$ cat src/rtl/local_inject_arbiter_if.sv
// Flit types and the requester/router handshake bundle for local_inject_arbiter.
// The arbiter connects to the slave modport; requesters and the router drive the master side.
package local_inject_arbiter_pkg;
    localparam int unsigned VC_PER_PORT = 2;
    localparam int unsigned VC_W        = 1;
    localparam int unsigned DATA_W      = 16;

    typedef enum logic [1:0] {
        HEADER = 2'b00,
        BODY   = 2'b01,
        TAIL   = 2'b10,
        HT     = 2'b11
    } flit_type_t;

    typedef struct packed {
        flit_type_t        flit_type;
        logic [VC_W-1:0]   vc_id;
        logic [DATA_W-1:0] data;
    } flit_t;
endpackage

interface local_inject_arbiter_if #(
    parameter int unsigned REQ_NUM = 4
);
    import local_inject_arbiter_pkg::*;

    logic [REQ_NUM-1:0]     req_valid;
    flit_t [REQ_NUM-1:0]    req_flit;
    logic [REQ_NUM-1:0]     req_ready;
    logic [VC_PER_PORT-1:0] on_off_in;
    logic                   wr_en_out;
    flit_t                  flit_out;

    modport master (
        output req_valid, req_flit, on_off_in,
        input  req_ready, wr_en_out, flit_out
    );

    modport slave (
        input  req_valid, req_flit, on_off_in,
        output req_ready, wr_en_out, flit_out
    );
endinterface

$ cat src/rtl/local_inject_arbiter.sv
// Round-robin arbiter for the router local injection port, holding a lock for whole packets.
// Optional stall watchdog compiled in with INJ_ARB_WATCHDOG_EN.
module local_inject_arbiter
    import local_inject_arbiter_pkg::*;
#(
    parameter int unsigned REQ_NUM    = 4,
    parameter int unsigned WDOG_LIMIT = 255
) (
    input  logic                       clk,
    input  logic                       reset,
    input  logic                       enable,
    local_inject_arbiter_if.slave      bus,
    output logic                       busy,
    output logic [$clog2(REQ_NUM)-1:0] owner_id,
    output logic                       wdog_error
);
    localparam int unsigned PTR_W = $clog2(REQ_NUM);

    typedef enum logic {IDLE, LOCKED} state_t;

    state_t             state, state_nxt;
    logic [PTR_W-1:0]   rr_ptr, rr_nxt, owner_nxt, winner;
    logic               found, accept;
    logic [REQ_NUM-1:0] eligible, ready;
    flit_t              acc_flit;

    function automatic logic [PTR_W-1:0] inc_mod(input logic [PTR_W-1:0] v);
        return (v == PTR_W'(REQ_NUM - 1)) ? '0 : v + 1'b1;
    endfunction

    // Only packet starts may win arbitration; BODY/TAIL in IDLE are held forever.
    always_comb begin
        eligible = '0;
        for (int unsigned i = 0; i < REQ_NUM; i++) begin
            eligible[i] = bus.req_valid[i]
                       && (bus.req_flit[i].flit_type == HEADER || bus.req_flit[i].flit_type == HT)
                       && bus.on_off_in[bus.req_flit[i].vc_id];
        end
    end

    always_comb begin
        int unsigned idx;
        idx       = 0;
        state_nxt = state;
        rr_nxt    = rr_ptr;
        owner_nxt = owner_id;
        ready     = '0;
        found     = 1'b0;
        winner    = '0;
        if (enable) begin
            case (state)
                IDLE: begin
                    for (int unsigned k = 0; k < REQ_NUM; k++) begin
                        idx = (32'(rr_ptr) + k) % REQ_NUM;
                        if (!found && eligible[idx]) begin
                            found  = 1'b1;
                            winner = PTR_W'(idx);
                        end
                    end
                    if (found) begin
                        ready[winner] = 1'b1;
                        if (bus.req_flit[winner].flit_type == HT) begin
                            rr_nxt = inc_mod(winner);
                        end else begin
                            state_nxt = LOCKED;
                            owner_nxt = winner;
                        end
                    end
                end
                LOCKED: begin
                    ready[owner_id] = bus.req_valid[owner_id]
                                   && bus.on_off_in[bus.req_flit[owner_id].vc_id];
                    if (ready[owner_id] && bus.req_flit[owner_id].flit_type == TAIL) begin
                        state_nxt = IDLE;
                        rr_nxt    = inc_mod(owner_id);
                    end
                end
                default: state_nxt = IDLE;
            endcase
        end
        accept   = |ready;
        acc_flit = bus.req_flit[(state == IDLE) ? winner : owner_id];
    end

    assign bus.req_ready = ready;
    assign busy          = (state == LOCKED);

    always_ff @(posedge clk) begin
        if (reset) begin
            state         <= IDLE;
            rr_ptr        <= '0;
            owner_id      <= '0;
            bus.wr_en_out <= 1'b0;
            bus.flit_out  <= '0;
        end else begin
            state         <= state_nxt;
            rr_ptr        <= rr_nxt;
            owner_id      <= owner_nxt;
            bus.wr_en_out <= accept;
            if (accept) begin
                bus.flit_out <= acc_flit;
            end
        end
    end

`ifdef INJ_ARB_WATCHDOG_EN
    localparam logic [15:0] WDOG_LIM = 16'(WDOG_LIMIT);

    logic [15:0] wdog_cnt;

    // Counter saturates at the limit; the error flag is sticky until reset.
    always_ff @(posedge clk) begin
        if (reset) begin
            wdog_cnt   <= '0;
            wdog_error <= 1'b0;
        end else if (enable) begin
            if (state == LOCKED && state_nxt == LOCKED && !accept) begin
                if (wdog_cnt < WDOG_LIM) begin
                    wdog_cnt <= wdog_cnt + 1'b1;
                end
                if (wdog_cnt >= WDOG_LIM - 1'b1) begin
                    wdog_error <= 1'b1;
                end
            end else begin
                wdog_cnt <= '0;
            end
        end
    end
`else
    assign wdog_error = 1'b0;
`endif

endmodule

$ cat src/flat_wrapper.sv
// flat-port wrapper written by rule: the top's interface ports become plain ports
module local_inject_arbiter_flat import local_inject_arbiter_pkg::*;
#(
    parameter int unsigned REQ_NUM    = 4,
    parameter int unsigned WDOG_LIMIT = 255
)
  (clk, reset, enable, busy, owner_id, wdog_error, bus_req_valid, bus_req_flit, bus_on_off_in, bus_req_ready, bus_wr_en_out, bus_flit_out);
  local_inject_arbiter_if #(.REQ_NUM(REQ_NUM)) bus_i ();
  input  logic clk;
  input  logic reset;
  input  logic enable;
  output logic busy;
  output logic [$clog2(REQ_NUM)-1:0] owner_id;
  output logic wdog_error;
  input wire logic [$bits(bus_i.req_valid)-1:0] bus_req_valid;
  input wire logic [$bits(bus_i.req_flit)-1:0] bus_req_flit;
  input wire logic [$bits(bus_i.on_off_in)-1:0] bus_on_off_in;
  output wire logic [$bits(bus_i.req_ready)-1:0] bus_req_ready;
  output wire logic [$bits(bus_i.wr_en_out)-1:0] bus_wr_en_out;
  output wire logic [$bits(bus_i.flit_out)-1:0] bus_flit_out;
  assign bus_i.req_valid = bus_req_valid;
  assign bus_i.req_flit = bus_req_flit;
  assign bus_i.on_off_in = bus_on_off_in;
  assign bus_req_ready = bus_i.req_ready;
  assign bus_wr_en_out = bus_i.wr_en_out;
  assign bus_flit_out = bus_i.flit_out;
  local_inject_arbiter #(.REQ_NUM(REQ_NUM), .WDOG_LIMIT(WDOG_LIMIT)) u_core (.clk(clk), .reset(reset), .enable(enable), .bus(bus_i), .busy(busy), .owner_id(owner_id), .wdog_error(wdog_error));
endmodule
$ cat config.mk
export PLATFORM = sky130hd
export DESIGN_NAME = local_inject_arbiter_flat
export DESIGN_NICKNAME = d
export VERILOG_FILES = /design/src/rtl/local_inject_arbiter_if.sv /design/src/rtl/local_inject_arbiter.sv /design/src/flat_wrapper.sv
export SDC_FILE = /design/constraint.sdc
export NUM_CORES = 1
export LEC_CHECK = 0
export CAP_MARGIN = 20
export CORE_ASPECT_RATIO = 0.7
export CORE_MARGIN = 4
export CORE_UTILIZATION = 36
export CTS_CLUSTER_DIAMETER = 200
export DETAILED_ROUTE_END_ITERATION = 8
export MAX_ROUTING_LAYER = met4
export PLACE_DENSITY = 0.8
export SKIP_LAST_GASP = 1
export SLEW_MARGIN = 30
export SYNTH_ARGS = -nofsm -noshare
export SYNTH_HDL_FRONTEND = slang
export SYNTH_SLANG_ARGS = --single-unit
$ cat constraint.sdc
create_clock -name clk -period 8.9 [get_ports clk]
set_input_delay 1.78 -clock clk [delete_from_list [all_inputs] [get_ports clk]]
set_output_delay 1.78 -clock clk [all_outputs]
set_load 0.03 [all_outputs]
Yosys cells after proc, flatten, opt, wreduce, memory -nomap -nowiden
Index checks and enable logic that the tools add are counted.

word-level totals
  register bits after elaboration = 25
  bits in latches = 0
  memory bits (writable) = 0
  bits in read-only memories = 0
  input port bits = 85
  output and inout bits = 28
  word-level logic and storage cells = 134
  memories = 0

cells by class
  add/subtract/negate cells = 5
  multiply operators = 0
  div/mod/pow operators = 0
  $lt $le $gt $ge = 14
  eq/ne operators = 11
  shift operators = 0
  muxes and demuxes = 65
  bitwise gates (word level) = 3
  reductions and logical operators = 29

operator list
  kind                                                                          number
  19-bit binary-select mux with 2-bit select                                    3
  19-bit 2-to-1 mux                                                             3
  1-bit 2-to-1 mux                                                              33
  2-bit 2-to-1 mux                                                              13
  2-bit by 3-bit less-than comparator with 1-bit output, second input constant  7
  2-bit equality test, second input constant                                    8
  1-bit logical AND                                                             15
  1-bit binary-select mux with 2-bit select                                     6
  1-bit by 2-bit less-than comparator with 1-bit output, second input constant  5
  2-bit logical NOT                                                             4
  4-bit 2-to-1 mux                                                              2
  4-bit one-hot mux with 2 select lines                                         1
  4-bit AND reduction                                                           2
  2-bit by 1-bit adder with 2-bit output, second input constant                 3
  2-bit adder, second input constant                                            2
  4-bit bitwise AND                                                             1
  1-bit demux with 2-bit select                                                 2
  2-bit by 1-bit >= comparator with 1-bit output, second input constant         2
  1-bit logical OR                                                              4
  2-bit by 1-bit != test with 1-bit output, second input constant               2
  2-bit one-hot mux with 2 select lines                                         1
  4-bit OR reduction                                                            1
  1-bit logical NOT                                                             3
  2-bit != test, second input constant                                          1
  other kinds (2)                                                               3

Logic depth before layout (Yosys ltp)
  depth in word-level cells = 32
  gate-level depth with buffers = 13
  depth with buffers taken out = 10

Least setup slack after synthesis
No wires, ideal clock.

  path kind = input port to output port
  start point = in bus_req_flit[35]
  end point = out bus_req_ready[1]
  arrival = 3.571 ns
  data required time = 7.120 ns
  slack = 3.549 ns
  cell stages on the path = 9
  buffers on the path = 1
  path through = mux2_4 and3_1 o211ai_1 or2_1 clkbuf_1 inv_1 ha_1 and2_1 or2_2

between the ends
  word-level cells in the longest chain between the ends = 30
  elaborated cells on any way between the ends = 49
  those cells by class = order compare: 2; mux: 37; bitwise: 1; reduce/logical: 9

ends and longest elaborated chain
  element                                                                                                                                        RTL line                    text
  start, declared                                                                                                                                flat_wrapper.sv:16          input wire logic [$bits(bus_i.req_flit)-1:0] bus_req_flit;
  1-bit 2-to-1 mux (implied by the code) (2 in series)                                                                                           local_inject_arbiter.sv:37  && bus.on_off_in[bus.req_flit[i].vc_id];
  1-bit logical AND                                                                                                                              local_inject_arbiter.sv:37
  1-bit binary-select mux with 2-bit select                                                                                                      local_inject_arbiter.sv:55  if (!found && eligible[idx]) begin
  1-bit 2-to-1 mux (implied by the code)                                                                                                         local_inject_arbiter.sv:55
  1-bit 2-to-1 mux                                                                                                                               local_inject_arbiter.sv:55
  1-bit 2-to-1 mux                                                                                                                               local_inject_arbiter.sv:51  case (state)
  1-bit 2-to-1 mux                                                                                                                               local_inject_arbiter.sv:50  if (enable) begin
  1-bit logical NOT                                                                                                                              local_inject_arbiter.sv:55
  [... 13 more ...]                                                                                                                              -
  2-bit 2-to-1 mux                                                                                                                               local_inject_arbiter.sv:50
  2-bit by 3-bit less-than comparator with 1-bit output (implied by the code) or 2-bit by 1-bit >= comparator with 1-bit output (tied branches)  local_inject_arbiter.sv:61  ready[winner] = 1'b1;
  1-bit logical AND (implied by the code)                                                                                                        local_inject_arbiter.sv:61
  1-bit 2-to-1 mux (implied by the code)                                                                                                         local_inject_arbiter.sv:61
  1-bit demux with 2-bit select                                                                                                                  -
  4-bit 2-to-1 mux                                                                                                                               local_inject_arbiter.sv:60  if (found) begin
  4-bit one-hot mux with 2 select lines *                                                                                                        local_inject_arbiter.sv:51
  4-bit 2-to-1 mux *                                                                                                                             local_inject_arbiter.sv:50
  end, declared                                                                                                                                  flat_wrapper.sv:18          output wire logic [$bits(bus_i.req_ready)-1:0] bus_req_ready;

Mark *: on every way between the ends. The rest lies on a longest branch, timed or not. The select of a mux whose other input is x is not followed.

Final worst setup path
Same ends and word-level chain as after synthesis.

==> impl_metrics.yaml <==
route:
  via_per_inst: 5.53
  drt-total-wl_um: 7230
  routedWlPerCell_um: 17.2
  drc: 0
  vias: 2323
  drt_iter0_markers: 247
  drt-pass1-iter-count: 4
  ant_nets: 0
global_routing:
  track_usage: 0.192
  top_usage_layer: "met2"
  grt_max_degree: 35
  overflow: 0
  use_met2: 0.301
  grt_pass1_wl_um: 11300
  grt_pass1_vias: 2277
  met1_usage: 0.258
  grt_antenna_before_repair: 0
  grtUsageMet3: 0.0417
clocking:
  clockBufferDepth: 2
  insertion_delay_ps: 270
  tritoncts: "done"
  cts_buffers: 3
  clk_pin_slew_ps: 80
  ctsHoldBuffers: 0
  cts_sinks: 25
  postCtsSetupBuffers: 0
  cts-root-buf: "clkbuf_8"
  ctsResizeCount: 0
  cts_htree_levels: 1
synth:
  synthCells: 243
  yosysUniqueCellTypes: 54
  synth_top_area_cell: "dfxtp_1"
  synthArstFlopShare: 0
  synth_ff_type: "dfxtp_1"
  synth_common_cells: "40 x mux2i_1, 25 x dfxtp_1, 19 x mux2_2, 19 x o21ai_1, 19 x or4b_1"
  yosysMostFrequentCell: "mux2i_1"
  yosys_warnings: 0
  ys_seq_elements: 25
  synth_edf_count: 0
  yosysTopAreaCellShare: 0.219
  avgSynthCellArea_sq_um: 9.42
  synth_area_leaders: "dfxtp_1 22%, mux2i_1 17%, mux2_2 9.3%, or4b_1 8.3%, ha_1 4.4%"
  synthesis.nets: 336
  ys_seq_area_frac: 0.219
  syn_area_sq_mm: 0.00229
worst_setup_path:
  cp-end-kind: "primary output"
  path_max_fanout: 7
  path_class: "input port to primary output"
  crit_required_ps: 7120
  worst_ep_arrival_time_ps: 4830
  start_kind: "input port"
cells_and_area:
  finalNonFillerCells: 420
  drive_gt1_frac: 0.113
  final_util: 0.588
  area_growth_pct: 52.4
  diodes: 0
  post-route-cell-area_sq_mm: 0.00349
  nets: 439
timing:
  tns_ps: 0
  setup_viol: 0
  period_share: 0.743
  relSlewSlack: 0.443
  rsz0062_at_grt: "no"
  hold_viol: 0
  max_freq_ghz: 0.151
  fin_crit_ps: 6610
  worst_slack_ps: 2290
  clock_skew_ps: 5.11
  holdWs_ps: 554
  slew_violations: 0
  tightest_slew_ps: 833
power:
  power.total_uw: 385
  p_leak_nw: 1.22
  irDropWorstVdd_mv: 0.0633
  powerDensity_mw_per_mm2: 110
placement:
  post-dp-hpwl_um: 5780
  dp_cells: 416
  place_ws_ps: 2310
  place_congestion: 0.933
  place_area_sq_mm: 0.00344
  numPortBuffers: 111
outcome:
  status: "finished clean"
hold_path:
  hp-class: "flop to flop"
floorplan:
  die_x_um: 103
  coreArea_sq_mm: 0.00593
  row_count: 23
  die_area_sq_mm: 0.00772
  die_h_um: 74.7
  start_util: 0.386
  io_pins: 113
job:
  cap_violations: 0
[sequential cells by signal, summed over array words and instances, names as in the netlist]
name                  flops
u_core.bus.flit_out      19
u_core.owner_id           2
u_core.rr_ptr             2
u_core.bus.wr_en_out      1
u_core.busy               1
[cell usage in the layout (no fill, tap or decap), types with 2 or more instances in the layout]
cell / synthesis / final
nor4b_1: 2 / 2
clkdlybuf4s50_1: 0 / 111
inv_1: 8 / 8
a21o_1: 4 / 4
nor3_1: 2 / 2
a2111o_1: 2 / 2
ha_1: 8 / 8
mux2i_1: 40 / 40
or2_2: 2 / 2
a211o_1: 2 / 2
a21oi_1: 4 / 4
mux2_4: 3 / 3
or4b_1: 19 / 19
and2_1: 3 / 3
o21ai_0: 3 / 3
nand4_1: 4 / 4
nand2_1: 8 / 8
a211oi_1: 2 / 2
clkbuf_8: 0 / 3
nor2_1: 6 / 6
buf_4: 4 / 2
and3_1: 2 / 2
a31oi_1: 3 / 3
nand3_1: 5 / 5
xnor2_1: 4 / 4
o211ai_1: 3 / 3
o21ai_1: 19 / 19
nand3_2: 4 / 4
dfxtp_1: 25 / 25
mux2_2: 19 / 19
[worst paths after layout]
check	from	endpoint	slack (ps)	cells after the start
hold reg to reg	u_core.bus.flit_out[12]$_SDFFE_PP0P_	u_core.bus.flit_out[12]$_SDFFE_PP0P_	550	2
setup reg to reg	u_core.rr_ptr[1]$_SDFFE_PP0P_	u_core.bus.flit_out[0]$_SDFFE_PP0P_	5490	11
hold / removal	u_core.bus.flit_out[12]$_SDFFE_PP0P_	u_core.bus.flit_out[12]$_SDFFE_PP0P_	550	2
setup / recovery	bus_req_flit[35]	bus_req_ready[1]	2290	10
[layout make-up]
type	instances	area (sq um)
well taps	75	93.8
flip-flops and latches	25	500
multi-input cells	194	1690
fillers	541	2440
clock buffers	4	45.0
repair buffers	113	1130
inverters	9	33.8
[critical path: stages]
cell             delay (ps)
clkdlybuf4s50_1         510
mux2_4                  340
and3_1                  190
o211ai_1                310
or2_1                   340
inv_1                   140
ha_1                    210
and2_1                  140
or2_2                   280
clkdlybuf4s50_1         610
[power by group]
part	leakage, nW	switching [mW]	internal, mW
Sequential	0.204	0.00758	0.124
Combinational	0.997	0.0902	0.0956
Clock	0.0228	0.0364	0.0320
[cell families after synthesis]
| family | after synthesis | share of synthesized area |
|---|---|---|
| flops | 25 | 0.219 |
| fa+ha+maj | 8 | 0.0437 |
| compound gates | 53 | 0.164 |
| xor+xnor | 4 | 0.0153 |
| mux | 64 | 0.303 |
| other cells | 1 | 0.00164 |
| buf+inv | 24 | 0.0547 |
| simple gates | 64 | 0.199 |
[per-layer routing]
layer  part of all wire  routed length (um)  vias up
li1                   -                   -     1142
met1               0.46                3310     1082
met4             0.0050                  36        0
met5                  0                   0        -
met3              0.092                 668        4
met2               0.44                3210       95
Power figures use the tool's default switching activity.
